File: src/rtl/led_word_pkg.sv
// Shared types and constants for the LED/status byte-lane word assembler.
//   state_e   : assembler state (COLLECT while gathering bytes, HOLD while a word waits)
//   BYTE_W    : width of one lane byte
//   DEF_BYTES : default bytes per word
//   DEF_CNT_W : default width of the delivered-word counter
package led_word_pkg;

  localparam int unsigned BYTE_W    = 8;
  localparam int unsigned DEF_BYTES = 4;
  localparam int unsigned DEF_CNT_W = 16;

  typedef enum logic {
    COLLECT = 1'b0,
    HOLD    = 1'b1
  } state_e;

endpackage

File: src/rtl/led_byte_shifter.sv
// BYTES-deep MSB-first byte shift register with a fill index.
// Ports:
//   CLK, RST     : clock, synchronous active-low reset
//   shift_en_i   : shift byte_i in this cycle
//   restart_i    : drop the partial word; byte_i becomes byte 0 (idx -> 1)
//   byte_i       : incoming byte
//   idx_o        : number of bytes currently held
//   last_c       : the next shifted byte completes a word
//   word_c       : shift register value with byte_i shifted into the LSBs
module led_byte_shifter
  import led_word_pkg::*;
#(
  parameter  int unsigned BYTES = DEF_BYTES,
  localparam int unsigned W     = BYTE_W * BYTES,
  localparam int unsigned IDX_W = $clog2(BYTES)
) (
  input  logic              CLK,
  input  logic              RST,
  input  logic              shift_en_i,
  input  logic              restart_i,
  input  logic [BYTE_W-1:0] byte_i,
  output logic [IDX_W-1:0]  idx_o,
  output logic              last_c,
  output logic [W-1:0]      word_c
);

  logic [W-1:0]     shreg_q, shreg_d;
  logic [IDX_W-1:0] idx_q, idx_d;

  assign word_c = {shreg_q[W-BYTE_W-1:0], byte_i};
  assign last_c = (idx_q == IDX_W'(BYTES - 1));
  assign idx_o  = idx_q;

  // Next shift register / index; a restart outranks word completion.
  always_comb begin
    shreg_d = shreg_q;
    idx_d   = idx_q;
    if (shift_en_i) begin
      if (restart_i) begin
        shreg_d = W'(byte_i);
        idx_d   = IDX_W'(1);
      end else begin
        shreg_d = word_c;
        idx_d   = last_c ? '0 : idx_q + IDX_W'(1);
      end
    end
  end

  always_ff @(posedge CLK) begin
    if (!RST) begin
      shreg_q <= '0;
      idx_q   <= '0;
    end else begin
      shreg_q <= shreg_d;
      idx_q   <= idx_d;
    end
  end

endmodule

File: src/rtl/led_word_assembler.sv
// Rebuilds BYTES*8-bit words from the 8-bit LED/status byte lane.
// Ports:
//   CLK, RST    : clock, synchronous active-low reset
//   byte_valid  : byte_data valid;  byte_sof: byte is the first of a word
//   byte_data   : incoming byte;    byte_ready: byte accepted this cycle (comb)
//   word_valid  : word_data holds a complete word; word_ready: downstream takes it
//   word_data   : assembled word, first byte in the MSBs
//   frame_err   : one-cycle pulse when a partial word is discarded
//   word_count  : words delivered, wrapping
module led_word_assembler
  import led_word_pkg::*;
#(
  parameter  int unsigned BYTES = DEF_BYTES,
  parameter  int unsigned CNT_W = DEF_CNT_W,
  localparam int unsigned W     = BYTE_W * BYTES,
  localparam int unsigned IDX_W = $clog2(BYTES)
) (
  input  logic              CLK,
  input  logic              RST,
  input  logic              byte_valid,
  input  logic              byte_sof,
  input  logic [BYTE_W-1:0] byte_data,
  output logic              byte_ready,
  output logic              word_valid,
  input  logic              word_ready,
  output logic [W-1:0]      word_data,
  output logic              frame_err,
  output logic [CNT_W-1:0]  word_count
);

  state_e           state_q, state_d;
  logic             word_valid_q, word_valid_d;
  logic [W-1:0]     word_data_q, word_data_d;
  logic             frame_err_q, frame_err_d;
  logic [CNT_W-1:0] word_count_q, word_count_d;

  logic             byte_acc;
  logic             word_xfer;
  logic             restart;
  logic             last;
  logic [IDX_W-1:0] idx;
  logic [W-1:0]     word_next;

  // Handshakes; in HOLD the lane only moves when the held word leaves.
  assign byte_ready = (state_q == HOLD) ? word_ready : 1'b1;
  assign byte_acc   = byte_valid && byte_ready;
  assign word_xfer  = word_valid_q && word_ready;
  // idx is 0 in HOLD, so sof there is a normal first byte.
  assign restart    = byte_sof && (idx != '0);

  led_byte_shifter #(.BYTES(BYTES)) u_shifter (
    .CLK        (CLK),
    .RST        (RST),
    .shift_en_i (byte_acc),
    .restart_i  (restart),
    .byte_i     (byte_data),
    .idx_o      (idx),
    .last_c     (last),
    .word_c     (word_next)
  );

  // State register.
  always_ff @(posedge CLK) begin
    if (!RST) state_q <= COLLECT;
    else      state_q <= state_d;
  end

  // Next state.
  always_comb begin
    state_d = state_q;
    case (state_q)
      COLLECT: if (byte_acc && !restart && last) state_d = HOLD;
      HOLD:    if (word_ready)                   state_d = COLLECT;
      default: state_d = COLLECT;
    endcase
  end

  // Output next values; BYTES >= 2 so no word completes during a HOLD transfer.
  always_comb begin
    word_valid_d = word_valid_q;
    word_data_d  = word_data_q;
    frame_err_d  = byte_acc && restart;
    word_count_d = word_count_q + CNT_W'(word_xfer);
    if (word_xfer) word_valid_d = 1'b0;
    if ((state_q == COLLECT) && byte_acc && !restart && last) begin
      word_valid_d = 1'b1;
      word_data_d  = word_next;
    end
  end

  always_ff @(posedge CLK) begin
    if (!RST) begin
      word_valid_q <= 1'b0;
      word_data_q  <= '0;
      frame_err_q  <= 1'b0;
      word_count_q <= '0;
    end else begin
      word_valid_q <= word_valid_d;
      word_data_q  <= word_data_d;
      frame_err_q  <= frame_err_d;
      word_count_q <= word_count_d;
    end
  end

  assign word_valid = word_valid_q;
  assign word_data  = word_data_q;
  assign frame_err  = frame_err_q;
  assign word_count = word_count_q;

endmodule
File: config.mk
export PLATFORM = sky130hd
export DESIGN_NAME = led_word_assembler
export DESIGN_NICKNAME = d
export VERILOG_FILES = /design/src/rtl/led_word_pkg.sv /design/src/rtl/led_byte_shifter.sv /design/src/rtl/led_word_assembler.sv
export SDC_FILE = /design/constraint.sdc
export NUM_CORES = 1
export LEC_CHECK = 0
export ABC_AREA = 1
export CORE_ASPECT_RATIO = 1.75
export CORE_MARGIN = 10
export CORE_UTILIZATION = 50
export CTS_CLUSTER_SIZE = 25
export DETAILED_ROUTE_END_ITERATION = 8
export DONT_BUFFER_PORTS = 1
export PLACE_DENSITY = 0.64
export SYNTH_ARGS = -nofsm -noshare
export SYNTH_HDL_FRONTEND = slang
export SYNTH_HIERARCHICAL = 1
export SYNTH_SLANG_ARGS = --single-unit
export TNS_END_PERCENT = 100
File: constraint.sdc
create_clock -name CLK -period 1.25 [get_ports CLK]
set_input_delay 0.25 -clock CLK [delete_from_list [all_inputs] [get_ports CLK]]
set_output_delay 0.25 -clock CLK [all_outputs]
set_load 0.01 [all_outputs]
==> key figures <==
Outcome
  – Outcome: finished, violations left
  – Failing checks: setup timing

Yosys
  – Main synth FF type: dfxtp_1
  – Synthesized flop and latch total: 77
  – Syn Std Cell Area: 3280 µm²
  – Average size of a mapped cell: 8.17 µm²
  – Gate Count Post-Synth: 402
  – Async SR Flop Fraction: 0%
  – Syn Nets: 419
  – Register area share after synthesis: 46.9%
  – Synth warn: 6
  – EDFF count, synth: 0
  – Unique masters post-synth: 31

Power and ir drop
  – Worst vdd ir: 868 µV
  – Pwr/cell area: 1150 nW/µm²
  – Internal power: 4.06 mW
  – Leakage: 1.61 nW
  – Fraction of power spent switching nets: 24.2%
  – Sw power: 1.29 mW
  – Clock power share: 42.9%
  – Sequential share of power: 47.7%
  – Comb pwr share: 9.4%

STA
  – Worst slew pin tran: 0.362 ns
  – Slew margin rel.: 75.8%
  – Tmin final: 1.44 ns
  – F_max: 0.695 GHz
  – Final count of hold timing violations: 0
  – RSZ-0062 raised after global routing: yes
  – Max Slew Vio Count: 0
  – # setup viols final: 51
  – WHS: 0.0225 ns
  – Final WS setup: -0.190 ns
  – Period utilisation layout: 115%
  – Clk_skew: 0.00675 ns
  – Setup TNS: -4.73 ns

Layout
  – N_diodes: 0
  – Nets: 460
  – Multi-input logic area: 1980 µm²
  – Syn-to-layout area delta: 41.9%
  – Fillers: 452
  – Layout Cells excl Fill: 530
  – Share of cells above drive strength 1: 47.1%
  – Post-route design area: 4660 µm²
  – Reg area: 1550 µm²

Die
  – Initial core utilization: 51.0%
  – Die Span Y: 127 µm
  – # IOs: 64
  – CORE AREA: 6440 µm²
  – Die ar.: 10300 µm²
  – Row cnt: 39
  – Die Wd: 81.3 µm

Global routing
  – Initial antenna violation count: 0
  – First-pass GRT wire length: 14.9 mm
  – Gr ovfl total: 0
  – Largest net degree at the start of global routing: 29
  – GRT Util Overall: 18.6%
  – Vias in the first global route: 2986

Hold path
  – Worst hold path class: in2reg

Route
  – # DRC: 0
  – Post-route ant nets: 0
  – Routed WL: 10.4 mm
  – Drt wl/cell: 19.7 µm
  – DRT iter0 DRCs: 164
  – Vias per cell: 5.61
  – Via count: 2975
  – Pre-antenna DRT Iters: 5

Placement
  – Placed Instances: 487
  – Gpl congestion: 0.793
  – Dpl hpwl: 5.54 mm
  – Placed inst area: 3420 µm²
  – IO Port Bufs: 0

Clock tree
  – Reg clk slew, reported paths: 0.06 ns
  – H-tree level count: 3
  – CTS tree: built
  – Clock root cell: clkbuf_16
  – # clock sinks: 77
  – Clk_lat worst skew: 0.34 ns
  – Total CTS buffers: 9
  – Maximum clock path buffer count: 2
  – CTS Hold Bufs: 0

Setup path
  – Slowest CP cell: dfxtp_4
  – Element type at the critical path start: flop
  – CP most frequent cell: buf_6
  – Max stage delay on crit path: 0.36 ns
  – WP data arrival: 1.65 ns
  – Path type of the worst setup path: reg2reg
  – Worst-path cell chain: buf_6, o21ai_4, buf_6, buf_6, buf_12, nand2_8, nand2_2, a21oi_2
  – Setup crit end kind: flop
  – Worst EP required: 1.46 ns
  – Maximum fanout along the worst path: 8

Job
  – Max-capacitance violation count: 0
[synth_stat cells, types with 2 or more instances]
| cell | n | area, µm² |
|---|---|---|
| xnor2_1 | 2 | 17.5 |
| nor3_1 | 3 | 15.0 |
| buf_8 | 2 | 30.0 |
| inv_1 | 24 | 90.1 |
| nand3_1 | 57 | 285 |
| nand4_1 | 2 | 12.5 |
| a21oi_2 | 12 | 105 |
| dfxtp_1 | 77 | 1540 |
| ha_1 | 4 | 50.1 |
| o21ai_0 | 10 | 50.1 |
| nand2_1 | 73 | 274 |
| nand2_2 | 12 | 75.1 |
| buf_4 | 13 | 97.6 |
| xor2_1 | 2 | 17.5 |
| nor2_1 | 36 | 135 |
| a21oi_1 | 45 | 225 |
| nand3_2 | 2 | 20.0 |
| buf_6 | 10 | 113 |
| nor2_4 | 2 | 22.5 |
| clkbuf_1 | 3 | 11.3 |
[logic make-up after synthesis]
| logic type | Yosys count | share of synthesized area (%) |
|---|---|---|
| DFF | 77 | 46.9 |
| buffers and inverters | 58 | 11.9 |
| AOI/OAI and AO/OA | 69 | 12.2 |
| and+or+nand+nor | 190 | 26.3 |
| xor gates and xnor gates | 4 | 1.07 |
| adders and majority gates | 4 | 1.52 |
[worst max-delay path: cells and delay by family, from the launching register on]
kind / cells / cell delay (ns)
buf+inv: 4 / 0.53
flops: 1 / 0.36
compound gates: 2 / 0.21
simple gates: 2 / 0.21
[per-layer routing]
metal	track usage, %	vias to the layer above	share of wire [%]
li1	-	1396	-
met1	17.2	1443	33
met2	33.5	101	55
met3	7.02	35	7.9
met4	9.52	0	4.6
met5	0	-	0
[cell type report]
class	count	share of cell area [%]
multi-input cells	272	42.4
flip-flops and latches	77	33.3
repair buffers	53	13.6
clock buffers	14	5.23
inverters	28	2.74
well taps	82	2.20
repair inverters	2	0.322
clock inverters	2	0.215
[per-stage QoR]
| step | power (mW) | setup slack, ns | util [%] |
|---|---|---|---|
| final | 5.35 | -0.190 | 72.4 |
| after global routing | 5.50 | -0.271 | 72.4 |
| after CTS | 5.29 | -0.141 | 66.1 |
| after detailed placement | 2.83 | -0.226 | 53.0 |
| after global placement | 2.83 | -0.176 | 53.0 |
| after floorplan | 2.83 | -0.149 | - |
[power groups by stage]
stage | clock [mW] | combinational [mW] | sequential [mW]
after global placement | 0 | 0.240 | 2.59
after floorplan | 0 | 0.248 | 2.58
after CTS | 2.32 | 0.424 | 2.54
after detailed placement | 0 | 0.242 | 2.59
final | 2.29 | 0.502 | 2.55
after global routing | 2.42 | 0.527 | 2.55
[path summary, 6_finish.rpt]
check        cells past startpoint                  start                    end  slack [ns]
min reg2reg                      2  u_shifter/shreg_q[22]  u_shifter/shreg_q[22]        0.47
max                              8     u_shifter/idx_o[1]          word_data[17]       -0.19
max reg2reg                      8     u_shifter/idx_o[1]          word_data[17]       -0.19
min                              2                    RST          word_count[0]        0.02
[cells in the final DEF (no fill, tap or decap), types with 2 or more instances in the layout]
master	synthesis	final
nand2_2	12	28
buf_12	1	7
nand4_1	2	2
nand2_8	0	5
nand2_4	1	15
buf_6	10	10
inv_1	24	21
a21oi_1	45	12
clkinv_2	0	2
o21ai_0	10	9
nand2_1	73	43
buf_16	0	3
nand3_2	2	21
buf_4	13	29
ha_4	0	4
nor3_1	3	3
dfxtp_2	0	5
inv_4	1	2
nand3_1	57	31
nand3_4	0	7
inv_2	1	3
buf_8	2	2
dfxtp_1	77	71
nor2_4	2	3
clkbuf_1	3	5
a21oi_2	12	45
xor2_1	2	2
nor2_1	36	35
clkbuf_16	0	11
[sequential cells by signal (all words and copies together) (netlist names)]
signal             flops
frame_err              1
state_q                1
u_shifter/idx_o        2
u_shifter/shreg_q     24
word_count            16
word_data             32
word_valid             1
[repair_timing]
item	4_1_cts	5_1_grt
buffers inserted	17	2
pin swaps	31	35
endpoints found under the hold margin	0	0
setup endpoints to repair	46	67
resized for setup	79	95
cloned	8	5
(Power assumes the default switching activity.)
